==> src/rtl/dogx_pcm_pkg.sv <==
// Shared types for the PCM frame transmitter.
// Frame layout, FSM states and parity helper.
package dogx_pcm_pkg;

    localparam int TX_SEQ_W = 4;
    localparam int SUM_W    = 11;
    localparam int FRAME_W  = TX_SEQ_W + SUM_W + 1;

    typedef struct packed {
        logic [TX_SEQ_W-1:0] seq;
        logic [SUM_W-1:0]    sum;
        logic                parity;
    } frame_t;

    typedef enum logic {
        IDLE  = 1'b0,
        SHIFT = 1'b1
    } tx_state_t;

    function automatic logic even_par(input logic [FRAME_W-2:0] i_v);
        return ^i_v;
    endfunction

    function automatic frame_t pack_frame(
        input logic [TX_SEQ_W-1:0] i_seq,
        input logic [SUM_W-1:0]    i_sum
    );
        frame_t f;
        f.seq    = i_seq;
        f.sum    = i_sum;
        f.parity = even_par({i_seq, i_sum});
        return f;
    endfunction

endpackage

==> src/rtl/pcm_word_fifo2.sv <==
// Two-entry word buffer between the decimator and the serialiser.
// A push on a full buffer is refused unless a pop frees a slot in the same cycle.
module pcm_word_fifo2 #(
    parameter int W = 11
) (
    input  logic         i_clk,
    input  logic         i_rst_n,
    input  logic         i_push,
    input  logic         i_pop,
    input  logic [W-1:0] i_data,
    output logic [W-1:0] o_data,
    output logic         o_full,
    output logic         o_empty
);

    logic [W-1:0] r_mem [2];
    logic         r_wr;
    logic         r_rd;
    logic [1:0]   r_cnt;
    logic         w_rd_ok;
    logic         w_wr_ok;

    assign w_rd_ok = i_pop & (r_cnt != 2'd0);
    assign w_wr_ok = i_push & ((r_cnt != 2'd2) | w_rd_ok);
    assign o_data  = r_mem[r_rd];
    assign o_full  = (r_cnt == 2'd2);
    assign o_empty = (r_cnt == 2'd0);

    // Storage, pointers and occupancy
    always_ff @(posedge i_clk or negedge i_rst_n) begin
        if (!i_rst_n) begin
            r_mem[0] <= '0;
            r_mem[1] <= '0;
            r_wr     <= 1'b0;
            r_rd     <= 1'b0;
            r_cnt    <= 2'd0;
        end else begin
            if (w_wr_ok) begin
                r_mem[r_wr] <= i_data;
                r_wr        <= ~r_wr;
            end
            if (w_rd_ok) begin
                r_rd <= ~r_rd;
            end
            unique case ({w_wr_ok, w_rd_ok})
                2'b10:   r_cnt <= r_cnt + 2'd1;
                2'b01:   r_cnt <= r_cnt - 2'd1;
                default: r_cnt <= r_cnt;
            endcase
        end
    end

endmodule

==> src/rtl/pcm_frame_tx.sv <==
// Decimate-by-4 summing of audio samples and 16-bit serial framing.
// sdo/fs change only on the edge where sclk falls.
module pcm_frame_tx
    import dogx_pcm_pkg::*;
#(
    parameter int DATA_W     = 9,
    parameter int DECIM_LOG2 = 2,
    parameter int SEQ_W      = 4
) (
    input  logic              CLK_24M,
    input  logic              reset,
    input  logic              enable_3M,
    input  logic [DATA_W-1:0] s_data,
    input  logic              tx_en,
    output logic              sclk,
    output logic              fs,
    output logic              sdo,
    output logic              overflow
);

    logic [SUM_W-1:0]      r_acc;
    logic [SUM_W-1:0]      r_word;
    logic [DECIM_LOG2-1:0] r_phase;
    logic                  r_push;
    logic                  r_sclk;
    tx_state_t             r_state;
    logic [3:0]            r_bit;
    logic [FRAME_W-1:0]    r_shift;
    logic [SEQ_W-1:0]      r_seq;
    logic                  r_fs;
    logic                  r_sdo;
    logic                  r_ovf;

    logic [SUM_W-1:0]      w_samp;
    logic [SUM_W-1:0]      w_sum;
    logic                  w_push;
    logic                  w_pop;
    logic                  w_full;
    logic                  w_empty;
    logic [SUM_W-1:0]      w_head;
    logic                  w_frame_end;
    logic [SEQ_W-1:0]      w_seq_ld;
    frame_t                w_frame;
    logic [FRAME_W-1:0]    w_frame_v;

    assign w_samp      = {{(SUM_W-DATA_W){s_data[DATA_W-1]}}, s_data};
    assign w_sum       = r_acc + w_samp;
    assign w_push      = r_push & tx_en;
    assign w_frame_end = (r_state == SHIFT) && (r_bit == 4'd0);
    assign w_pop       = r_sclk & tx_en & ~w_empty
                       & ((r_state == IDLE) | w_frame_end);
    assign w_seq_ld    = (r_state == SHIFT) ? r_seq + SEQ_W'(1) : r_seq;
    assign w_frame     = pack_frame(w_seq_ld, w_head);
    assign w_frame_v   = w_frame;

    assign sclk     = r_sclk;
    assign fs       = r_fs;
    assign sdo      = r_sdo;
    assign overflow = r_ovf;

    pcm_word_fifo2 #(
        .W (SUM_W)
    ) u_fifo (
        .i_clk   (CLK_24M),
        .i_rst_n (reset),
        .i_push  (w_push),
        .i_pop   (w_pop),
        .i_data  (r_word),
        .o_data  (w_head),
        .o_full  (w_full),
        .o_empty (w_empty)
    );

    // Sum four samples; the finished word is offered to the buffer next cycle
    always_ff @(posedge CLK_24M or negedge reset) begin
        if (!reset) begin
            r_acc   <= '0;
            r_word  <= '0;
            r_phase <= '0;
            r_push  <= 1'b0;
        end else begin
            r_push <= enable_3M & (&r_phase);
            if (enable_3M) begin
                r_phase <= r_phase + DECIM_LOG2'(1);
                if (&r_phase) begin
                    r_word <= w_sum;
                    r_acc  <= '0;
                end else begin
                    r_acc  <= w_sum;
                end
            end
        end
    end

    // Free-running bit clock at half the system rate
    always_ff @(posedge CLK_24M or negedge reset) begin
        if (!reset) begin
            r_sclk <= 1'b0;
        end else begin
            r_sclk <= ~r_sclk;
        end
    end

    // Sticky flag for a word refused by a full buffer
    always_ff @(posedge CLK_24M or negedge reset) begin
        if (!reset) begin
            r_ovf <= 1'b0;
        end else begin
            r_ovf <= r_ovf | (w_push & w_full & ~w_pop);
        end
    end

    // Serialiser: load, shift MSB first, chain frames without a gap
    always_ff @(posedge CLK_24M or negedge reset) begin
        if (!reset) begin
            r_state <= IDLE;
            r_bit   <= 4'd0;
            r_shift <= '0;
            r_seq   <= '0;
            r_fs    <= 1'b0;
            r_sdo   <= 1'b0;
        end else if (r_sclk) begin
            unique case (r_state)
                IDLE: begin
                    if (w_pop) begin
                        r_shift <= w_frame_v;
                        r_sdo   <= w_frame_v[FRAME_W-1];
                        r_fs    <= 1'b1;
                        r_bit   <= 4'd15;
                        r_state <= SHIFT;
                    end
                end
                SHIFT: begin
                    if (r_bit != 4'd0) begin
                        r_shift <= {r_shift[FRAME_W-2:0], 1'b0};
                        r_sdo   <= r_shift[FRAME_W-2];
                        r_fs    <= 1'b0;
                        r_bit   <= r_bit - 4'd1;
                    end else begin
                        r_seq <= r_seq + SEQ_W'(1);
                        if (w_pop) begin
                            r_shift <= w_frame_v;
                            r_sdo   <= w_frame_v[FRAME_W-1];
                            r_fs    <= 1'b1;
                            r_bit   <= 4'd15;
                        end else begin
                            r_sdo   <= 1'b0;
                            r_fs    <= 1'b0;
                            r_state <= IDLE;
                        end
                    end
                end
            endcase
        end
    end

endmodule

==> config.mk <==
export PLATFORM = sky130hd
export DESIGN_NAME = pcm_frame_tx
export DESIGN_NICKNAME = d
export VERILOG_FILES = /design/src/rtl/dogx_pcm_pkg.sv /design/src/rtl/pcm_word_fifo2.sv /design/src/rtl/pcm_frame_tx.sv
export SDC_FILE = /design/constraint.sdc
export NUM_CORES = 1
export LEC_CHECK = 0
export ABC_AREA = 1
export BUFFER_PORTS_ARGS = -buffer_cell sky130_fd_sc_hd__clkbuf_2
export CORE_ASPECT_RATIO = 2
export CORE_MARGIN = 5
export CORE_UTILIZATION = 38
export CTS_CLUSTER_DIAMETER = 150
export DETAILED_ROUTE_END_ITERATION = 8
export PLACE_DENSITY = 0.59
export SYNTH_ARGS = -nofsm -noshare
export SYNTH_HDL_FRONTEND = slang
export SYNTH_HIERARCHICAL = 1
export SYNTH_SLANG_ARGS = --single-unit
export TNS_END_PERCENT = 20
==> constraint.sdc <==
create_clock -name CLK_24M -period 3 [get_ports CLK_24M]
set_input_delay 0.6 -clock CLK_24M [delete_from_list [all_inputs] [get_ports CLK_24M]]
set_output_delay 0.6 -clock CLK_24M [all_outputs]
set_load 0.005 [all_outputs]
* Word-level counts from Yosys, hierarchy flattened *
Cells that the tools add are included.
W data, S select, Z words.

storage, ports and cells
  bits in registers = 80
  bits of input ports = 13
  output and inout bits = 4

operators by class
  add/sub/neg operators = 6
  $lt $le $gt $ge = 3
  equality and inequality tests = 5
  multiplexer cells = 25
  bitwise logic cells = 21
  reductions and logical operators = 12

operators by type and width
  kind                   count
  $mux W11               5
  $mux W16               2
  $pmux W16 S2           1
  $bwmux W22             1
  $reduce_xor A15 Y1     1
  $mux W4                3
  $add A11 B11 Y11       1
  $demux W11 S1          1
  $and A1 B1 Y1          9
  $pmux W4 S2            1
  $mux W1                7
  $not A1 Y1             7
  $pmux W1 S2            3
  $reduce_and A3 Y1      2
  $add A2 B1 Y2 const B  2
  $add A4 B1 Y4 const B  1
  $eq A2 B2 Y1 const B   2
  $ge A2 B2 Y1 const B   2
  $logic_not A4 Y1       1
  $not A1 Y2             2
  $pmux W2 S2            1
  $reduce_and A2 Y1      2
  $reduce_bool A2 Y1     2
  $reduce_bool A4 Y1     1
  9 further kinds        12

* Logic depth before layout (Yosys ltp) *
Gate-level depths: netlist (run 1).

  word-level depth = 9
  gate-level depth with buffers = 18
  depth with buffers taken out = 17

* Hierarchy *
The synthesis (run 1) kept the hierarchy.

modules (own cells, without submodules)
  module          times used  cells an instance  area an instance (um2)  seq. area each (um2)
  pcm_frame_tx    1           391                3,074.2                 1,326.3
  pcm_word_fifo2  1           147                1,242.4                 650.6

* Worst setup path before layout (run 1) *
No wires, ideal clock.

  path kind = register to register
  start = reg r_bit[0]
  end = reg u_fifo/r_mem[11] in the netlist's numbering
  data arrival time = 1.894 ns
  data required time = 2.883 ns
  slack = 0.989 ns
  cell stages (with the launch flop) = 14
  buffers on the path = 2
  cells stage by stage = dfrtp_1 -> inv_1 -> ha_1 -> nand2_1 -> nor2_4 -> nor2_1 -> nor2_4 -> nand3b_4 -> nand2_2 -> or2_1 -> buf_6 -> buf_6 -> nand2_1 -> o21ai_2

between the ends
  word-level cells in the longest chain between the ends = 7

ends and longest elaborated chain
  item                            line                  text
  start: declaration              pcm_frame_tx.sv:27    logic [3:0] r_bit;
  start signal: assignment        pcm_frame_tx.sv:138   r_bit <= r_bit - 4'd1;
  $logic_not A4 Y1                pcm_frame_tx.sv:49    assign w_frame_end = (r_state == SHIFT) && (r_bit == 4'd0);
  $logic_and A1 B1 Y1             pcm_frame_tx.sv:49
  $or A1 B1 Y1                    pcm_frame_tx.sv:51    & ((r_state == IDLE) | w_frame_end);
  $and A1 B1 Y1                   pcm_frame_tx.sv:51
  named net w_pop                 pcm_frame_tx.sv:37    logic w_pop;
  $and A1 B1 Y1                   pcm_word_fifo2.sv:23  assign w_rd_ok = i_pop & (r_cnt != 2'd0);
  $or A1 B1 Y1                    pcm_word_fifo2.sv:24  assign w_wr_ok = i_push & ((r_cnt != 2'd2) | w_rd_ok);
  $and A1 B1 Y1                   pcm_word_fifo2.sv:24
  end signal: indexed assignment  pcm_word_fifo2.sv:39  r_mem[r_wr] <= i_data;
  end: declaration                pcm_word_fifo2.sv:16  logic [W-1:0] r_mem [2];

The timed path passes the listed nets, and every way through them passes these cells.
A chain may end at the register's enable or synchronous reset.

* Worst setup path in the final report (run 1) *
Ends and elaborated chain as after synthesis.

==> flow_metrics.env, run 1 <==
export IMPL_status="complete, no violations"
export IMPL_wl_per_cell_microns=13.19
export IMPL_ctsHoldBuffers=0
export IMPL_grt_pass1_wl_microns=16140
export IMPL_synth_warning_count=6
export IMPL_dr_pass1_iters=4
export IMPL_powerDensity_mw_per_mm2=1144
export IMPL_core_sq_mm=0.01122
export IMPL_grtUsageTotal_pct=14.65
export IMPL_postSynthCellCount=538
export IMPL_skew_ns=0.007088
export IMPL_initial_core_util_pct=38.48
export IMPL_cp_num_buf_inv=1
export IMPL_finalPower_uw=5557
export IMPL_ios=17
export IMPL_yosys_mux_area_fraction_pct=0.4638
export IMPL_clk_path_buf_depth=2
export IMPL_synthAdderAreaFrac_pct=4.232
export IMPL_drt_vias_per_instance=4.943
export IMPL_synth_top_cells_by_count="181 x nand2_1, 79 x dfrtp_1, 60 x inv_1"
export IMPL_drc=0
export IMPL_cts_root_buf="clkbuf_16"
export IMPL_syn_cell_area_sq_mm=0.004317
export IMPL_setup_viol=0
export IMPL_area_delta_synth_final_pct=12.49
export IMPL_arrival_ns=2.64
export IMPL_grt_pass1_vias=3551
export IMPL_fin_crit_ns=2.386
export IMPL_grt_ovfl_total=0
export IMPL_max_slew_margin_pct=37.07
export IMPL_cts_resized_gates=0
export IMPL_clock_sinks=79
export IMPL_drv_slew=0
export IMPL_drive_gt1_share_pct=12.97
export IMPL_slowest_stage="or2_1"
export IMPL_critical_path_class="reg -> reg"
export IMPL_path_cells="inv_1, ha_1, nand2_1, nor2_4, nor2_1, nor2_4, nand3b_4, nand2_2, or2_1, nand2_1, o21ai_2"
export IMPL_synth_compound_area_share_pct=13.07
export IMPL_dr_total_vias=3485
export IMPL_setup_tns_final_ns=0
export IMPL_io_buffer_count=16
export IMPL_place_gp_congestion=0.8800
export IMPL_synth_top_family_by_area="simple AND/OR/NAND/NOR gates"
export IMPL_cts_tree="built"
export IMPL_drt_initial_drc_count=154
export IMPL_cts_reportedPaths_clkPinSlew_ns=0.06
export IMPL_yosys_top_cells_area="dfrtp_1 46%, nand2_1 16%, inv_1 5.2%"
export IMPL_yosysMostFrequentCell="nand2_1"
export IMPL_worstMarginPinSlew_ns=0.9440
export IMPL_required_ns=3.25
export IMPL_dp_hpwl_microns=7090
export IMPL_startpoint_type="flip-flop"
export IMPL_synth_xor_area_share_pct=3.449
export IMPL_antenna_found_initial=0
export IMPL_die_height_microns=160.7
export IMPL_n_antenna_cell=0
export IMPL_yosysUniqueCellTypes=41
export IMPL_grt_max_degree=80
export IMPL_finalHoldViolations=0
export IMPL_antenna_left=0
export IMPL_maxCapViolCount=0
export IMPL_synth_async_sr_flop_share_pct=100.0
export IMPL_cp_top_family="simple AND/OR/NAND/NOR gates"
export IMPL_hp_class="in -> async"
export IMPL_synth_flop_cell="dfrtp_1"
export IMPL_netlist_area_leader_share_pct=45.80
export IMPL_ys_ff_latch=79
export IMPL_syn_num_nets=565
export IMPL_stdcell_area_sq_mm=0.004856
export IMPL_vdd_drop_max_uv=503.8
export IMPL_cts_buffers=9
export IMPL_post_dp_cell_area_sq_mm=0.004558
export IMPL_yosys_area_share_simple_pct=25.13
export IMPL_endpoint_kind="flip-flop"
export IMPL_dieArea_sq_mm=0.01372
export IMPL_slowest_delay_ns=0.72
export IMPL_grt_setup_unrepaired="false"
export IMPL_die_x_microns=85.37
export IMPL_wirelength_microns=9302
export IMPL_p_leak_uw=0.002456
export IMPL_rows=55
export IMPL_yosys_area_top_type="dfrtp_1"
export IMPL_postCtsSetupRepairBufs=0
export IMPL_fin_crit_sh_pct=79.52
export IMPL_fmax_ghz=0.4192
export IMPL_htreeDepth=3
export IMPL_nNetsFinal=585
export IMPL_insertion_delay_ns=0.33
export IMPL_seq_area_frac_synth_pct=45.80
export IMPL_synth_edf_count=0
export IMPL_avgSynthCellArea_sq_um=8.023
export IMPL_cp_max_fo=23
==> cell families (layout without fill, tap and decap cells) <==
group | after synthesis | count (layout)
xor gates and xnor gates | 17 | 17
AOI/OAI and AO/OA | 90 | 90
and+or+nand+nor | 254 | 254
muxes | 2 | 2
adders and majority gates | 14 | 14
DFF | 79 | 79
buffers and inverters | 82 | 107
==> per-stage QoR <==
stage | setup WS, ns | hold slack [ns] | utilization, % | instances
finish | 0.6143 | 0.2742 | 43.29 | 705
floorplan | 0.9887 | 0.3044 | - | 538
global placement | 0.6895 | 0.4532 | 40.64 | 689
detailed placement | 0.6212 | 0.4659 | 40.64 | 689
CTS | 0.5910 | 0.2954 | 43.29 | 705
global route | 0.3034 | 0.3156 | 43.29 | 705
==> placed cells by master, fill, tap and decap left out, types with 2 or more instances in the layout <==
master and n:
nand4_1 3, inv_2 6, clkbuf_2 15, o21ai_1 4, ha_1 13, a31oi_1 2, nand3_1 22, nand2_1 181
inv_1 60, a21oi_1 8, mux2i_1 2, xnor2_1 6, nor2_1 25, clkinvlp_4 2, clkbuf_16 9, clkinv_2 2
o21ai_2 11, o221ai_1 9, dfrtp_1 79, buf_4 7, xor2_1 11, o21ai_0 41, o22ai_1 4, nor2_4 3
nand3_2 4, nand2_2 7, nor3_1 5, o31ai_1 2, a22oi_1 2, clkinv_1 2
==> state kept, by name, indices dropped and copies added (netlist names), 2 cells and up <==
register / flops
r_seq: 4
r_acc: 11
u_fifo/r_cnt: 2
r_bit: 4
u_fifo/r_mem: 22
r_phase: 2
r_word: 11
r_shift: 15
==> layer usage <==
metal | up-vias | track usage, % | share of wire, %
met2 | 53 | 27.37 | 55
met4 | 0 | 8.141 | 4.5
met3 | 30 | 2.721 | 2.6
met1 | 1628 | 14.70 | 37
li1 | 1774 | - | -
met5 | - | 0 | 0
==> report_power, final <==
group	leakage, uW	total (uW)	switching (uW)	internal (uW)
Sequential	0.00101	1830	297	1530
Combinational	0.00131	2650	1670	974
Clock	0.000142	1090	440	645
Total	0.00246	5560	2410	3150
==> final cells by class <==
class / count / area, sq um
clock buffer: 9 / 225.2
clock inverter: 7 / 72.57
fill: 1144 / 6361
inverter: 68 / 255.2
multi-input combinational: 377 / 2001
sequential: 79 / 1977
tap: 142 / 177.7
timing repair buffer: 23 / 147.6
==> worst paths after layout <==
kind | slack, ns | to | from | cells past startpoint
worst min register to register | 0.47 | r_word[9]$_DFFE_PN0P_ | r_word[9]$_DFFE_PN0P_ | 2
worst min-delay path | 0.27 | sdo$_DFFE_PN0P_ | reset | 2
worst max register to register | 0.61 | u_fifo/r_mem[11]$_DFFE_PN0P_ | r_bit[0]$_DFFE_PN0P_ | 11
worst max-delay path | 0.61 | u_fifo/r_mem[11]$_DFFE_PN0P_ | r_bit[0]$_DFFE_PN0P_ | 11
min in group CLK_24M | 0.47 | r_word[9]$_DFFE_PN0P_ | r_word[9]$_DFFE_PN0P_ | 2
max in group asynchronous | 2.38 | r_word[3]$_DFFE_PN0P_ | reset | 2
Note: power is estimated with default switching activity, not from simulation.
==> inputs of run 2 (changes only) <==
--- a/config.mk
+++ b/config.mk
@@ -12,7 +12,7 @@
 export CORE_UTILIZATION = 38
 export CTS_CLUSTER_DIAMETER = 150
 export DETAILED_ROUTE_END_ITERATION = 8
-export PLACE_DENSITY = 0.59
+export PLACE_DENSITY = 0.61
 export SYNTH_ARGS = -nofsm -noshare
 export SYNTH_HDL_FRONTEND = slang
 export SYNTH_HIERARCHICAL = 1
==> constraint.sdc (replaced) <==
create_clock -name CLK_24M -period 2.05 [get_ports CLK_24M]
set_input_delay 0.41 -clock CLK_24M [delete_from_list [all_inputs] [get_ports CLK_24M]]
set_output_delay 0.41 -clock CLK_24M [all_outputs]
set_load 0.005 [all_outputs]
==> flow_metrics.env, run 2 (synthesis results as in run 1) <==
export IMPL_finalPower_uw=8673
export IMPL_p_leak_uw=0.002548
export IMPL_slowest_stage="dfrtp_1"
export IMPL_fmax_ghz=0.5259
export IMPL_min_path_cells=2
export IMPL_cts_buffers=9
export IMPL_status="complete, no violations"
export IMPL_finalHoldViolations=0
export IMPL_cts_reportedPaths_clkPinSlew_ns=0.06
export IMPL_endpoint="u_fifo/r_mem[12]$_DFFE_PN0P_"
export IMPL_post_dp_cell_area_sq_mm=0.004651
export IMPL_grt_max_degree=63
export IMPL_die_x_microns=85.37
export IMPL_met1_length_microns=3552
export IMPL_dr_pass1_iters=5
export IMPL_powerDensity_mw_per_mm2=1715
export IMPL_fin_crit_ns=1.902
export IMPL_setup_tns_final_ns=0
export IMPL_final_common_cell="nand2_1"
export IMPL_critical_path_class="reg -> reg"
export IMPL_cts_root_buf="clkbuf_16"
export IMPL_required_ns=2.27
export IMPL_grt_pass1_vias=3707
export IMPL_fin_util_pct=45.09
export IMPL_grt_setup_unrepaired="false"
export IMPL_cp_depth=12
export IMPL_grtUsageTotal_pct=15.71
export IMPL_cp_top_family="simple AND/OR/NAND/NOR gates"
export IMPL_max_slew_margin_pct=76.89
export IMPL_grt_ovfl_total=0
export IMPL_stdcell_area_sq_mm=0.005057
export IMPL_startpoint="u_fifo/r_cnt[1]$_DFFE_PN0P_"
export IMPL_dr_total_vias=3596
export IMPL_slowest_delay_ns=0.45
export IMPL_endpoint_kind="flip-flop"
export IMPL_cp_num_buf_inv=3
export IMPL_maxCapViolCount=0
export IMPL_n_antenna_cell=0
export IMPL_dr_wl_met3_microns=266
export IMPL_grt_pass1_wl_microns=17010
export IMPL_ios=17
export IMPL_drive_gt1_share_pct=15.97
export IMPL_dp_hpwl_microns=7702
export IMPL_nNetsFinal=598
export IMPL_clk_path_buf_depth=2
export IMPL_final_cells=718
export IMPL_core_sq_mm=0.01122
export IMPL_rows=55
export IMPL_wl_per_cell_microns=14.04
export IMPL_timing_rr_end="u_fifo/r_mem[12]$_DFFE_PN0P_"
export IMPL_reg2reg_depth=12
export IMPL_path_cells="inv_1, nand2_1, inv_1, nor2_1, nand2_2, nor2_4, nand3b_4, nand2_2, or2_1, buf_12, nand2_1, o21ai_2"
export IMPL_htreeDepth=3
export IMPL_setup_viol=0
export IMPL_drv_slew=0
export IMPL_top_regs="u_fifo/r_mem (22), r_shift (15)"
export IMPL_regToRegStartpoint="u_fifo/r_cnt[1]$_DFFE_PN0P_"
export IMPL_cp_max_fo=23
export IMPL_drt_initial_drc_count=193
export IMPL_clock_sinks=79
export IMPL_startpoint_type="flip-flop"
export IMPL_io_buffer_count=16
export IMPL_met2RoutedLength_microns=5724
export IMPL_insertion_delay_ns=0.34
export IMPL_fill_cells=1085
export IMPL_fin_crit_sh_pct=92.76
export IMPL_hp_class="in -> reg"
export IMPL_drc=0
export IMPL_largest_reg_flops=22
export IMPL_drt_vias_per_instance=5.008
export IMPL_place_gp_congestion=0.8851
export IMPL_final_cell_mix="180 x nand2_1, 78 x dfrtp_1, 58 x inv_1"
export IMPL_arrival_ns=2.12
export IMPL_dieArea_sq_mm=0.01372
export IMPL_vdd_drop_max_uv=871.4
export IMPL_cts_tree="built"
export IMPL_wirelength_microns=10080
export IMPL_largest_register="u_fifo/r_mem"
export IMPL_dp_cells=698
export IMPL_antenna_found_initial=0
export IMPL_ff2ff_setup_slack_ns=0.15
export IMPL_skew_ns=0.009204
export IMPL_initial_core_util_pct=38.48
export IMPL_antenna_left=0
export IMPL_routed_top_layer="met4"
export IMPL_die_height_microns=160.7
export IMPL_area_delta_synth_final_pct=17.16
export IMPL_worstMarginPinSlew_ns=0.3430
-- run 2: cell types whose count changed in the layout (fill, tap and decap cells not counted), moves of 2 or more --
| cell | delta |
|---|---|
| bufinv_16 | +2 |
| inv_1 | -2 |
| buf_4 | +9 |
| buf_12 | +2 |
| clkbuf_8 | +2 |
-- run 2: repair_timing --
item,4_1_cts,5_1_grt
resized for setup,0,8
hold buffers,1,0
buffers inserted,0,2
endpoints found under the hold margin,17,0
endpoints found under the setup margin,0,13
-- run 2: worst register-to-register path, stage by stage (launching register included) --
cell and delay (ns):
dfrtp_1 0.45, inv_1 0.11, nand2_1 0.11, inv_1 0.05, nor2_1 0.13, nand2_2 0.09
nor2_4 0.11, nand3b_4 0.14, nand2_2 0.05, or2_1 0.24, buf_12 0.17, nand2_1 0.09
o21ai_2 0.05
-- run 2: worst min path at each step --
stage,startpoint,endpoint
global placement,reset,fs$_DFFE_PN0P_
floorplan,reset,fs$_DFFE_PN0P_
global route,enable_3M,r_phase[0]$_DFFE_PN0P_
finish,enable_3M,r_phase[0]$_DFFE_PN0P_
detailed placement,reset,fs$_DFFE_PN0P_
CTS,enable_3M,r_phase[0]$_DFFE_PN0P_
-- run 2: power breakdown --
part / internal, uW / switching, uW
Combinational: 1550 / 2550
Sequential: 2240 / 452
Clock: 1260 / 623
-- run 2: final cells by class --
cell class / instances / area (sq um) / area share [%]
Timing Repair inverter: 1 / 7.507 / 0.1484
Sequential cell: 79 / 1978 / 39.11
Inverter: 68 / 259.0 / 5.121
Tap cell: 142 / 177.7 / 3.513
Clock inverter: 5 / 103.9 / 2.053
Clock buffer: 11 / 252.7 / 4.998
Timing Repair Buffer: 35 / 265.3 / 5.245
Multi-Input combinational cell: 377 / 2013 / 39.81
-- run 2: per-layer routing --
layer / vias to the layer above / global-route usage, %
li1: 1800 / -
met1: 1684 / 15.22
met2: 79 / 29.57
met4: 0 / 9.366
met5: - / 0
met3: 33 / 3.029
-- run 2: per-stage QoR --
step	hold WS (ns)	setup WS, ns
floorplan	0.1144	0.03869
global placement	0.3051	0.07669
detailed placement	0.3076	0.04119
CTS	0.3526	0.1193
global route	0.3722	0.007105
finish	0.3651	0.1484
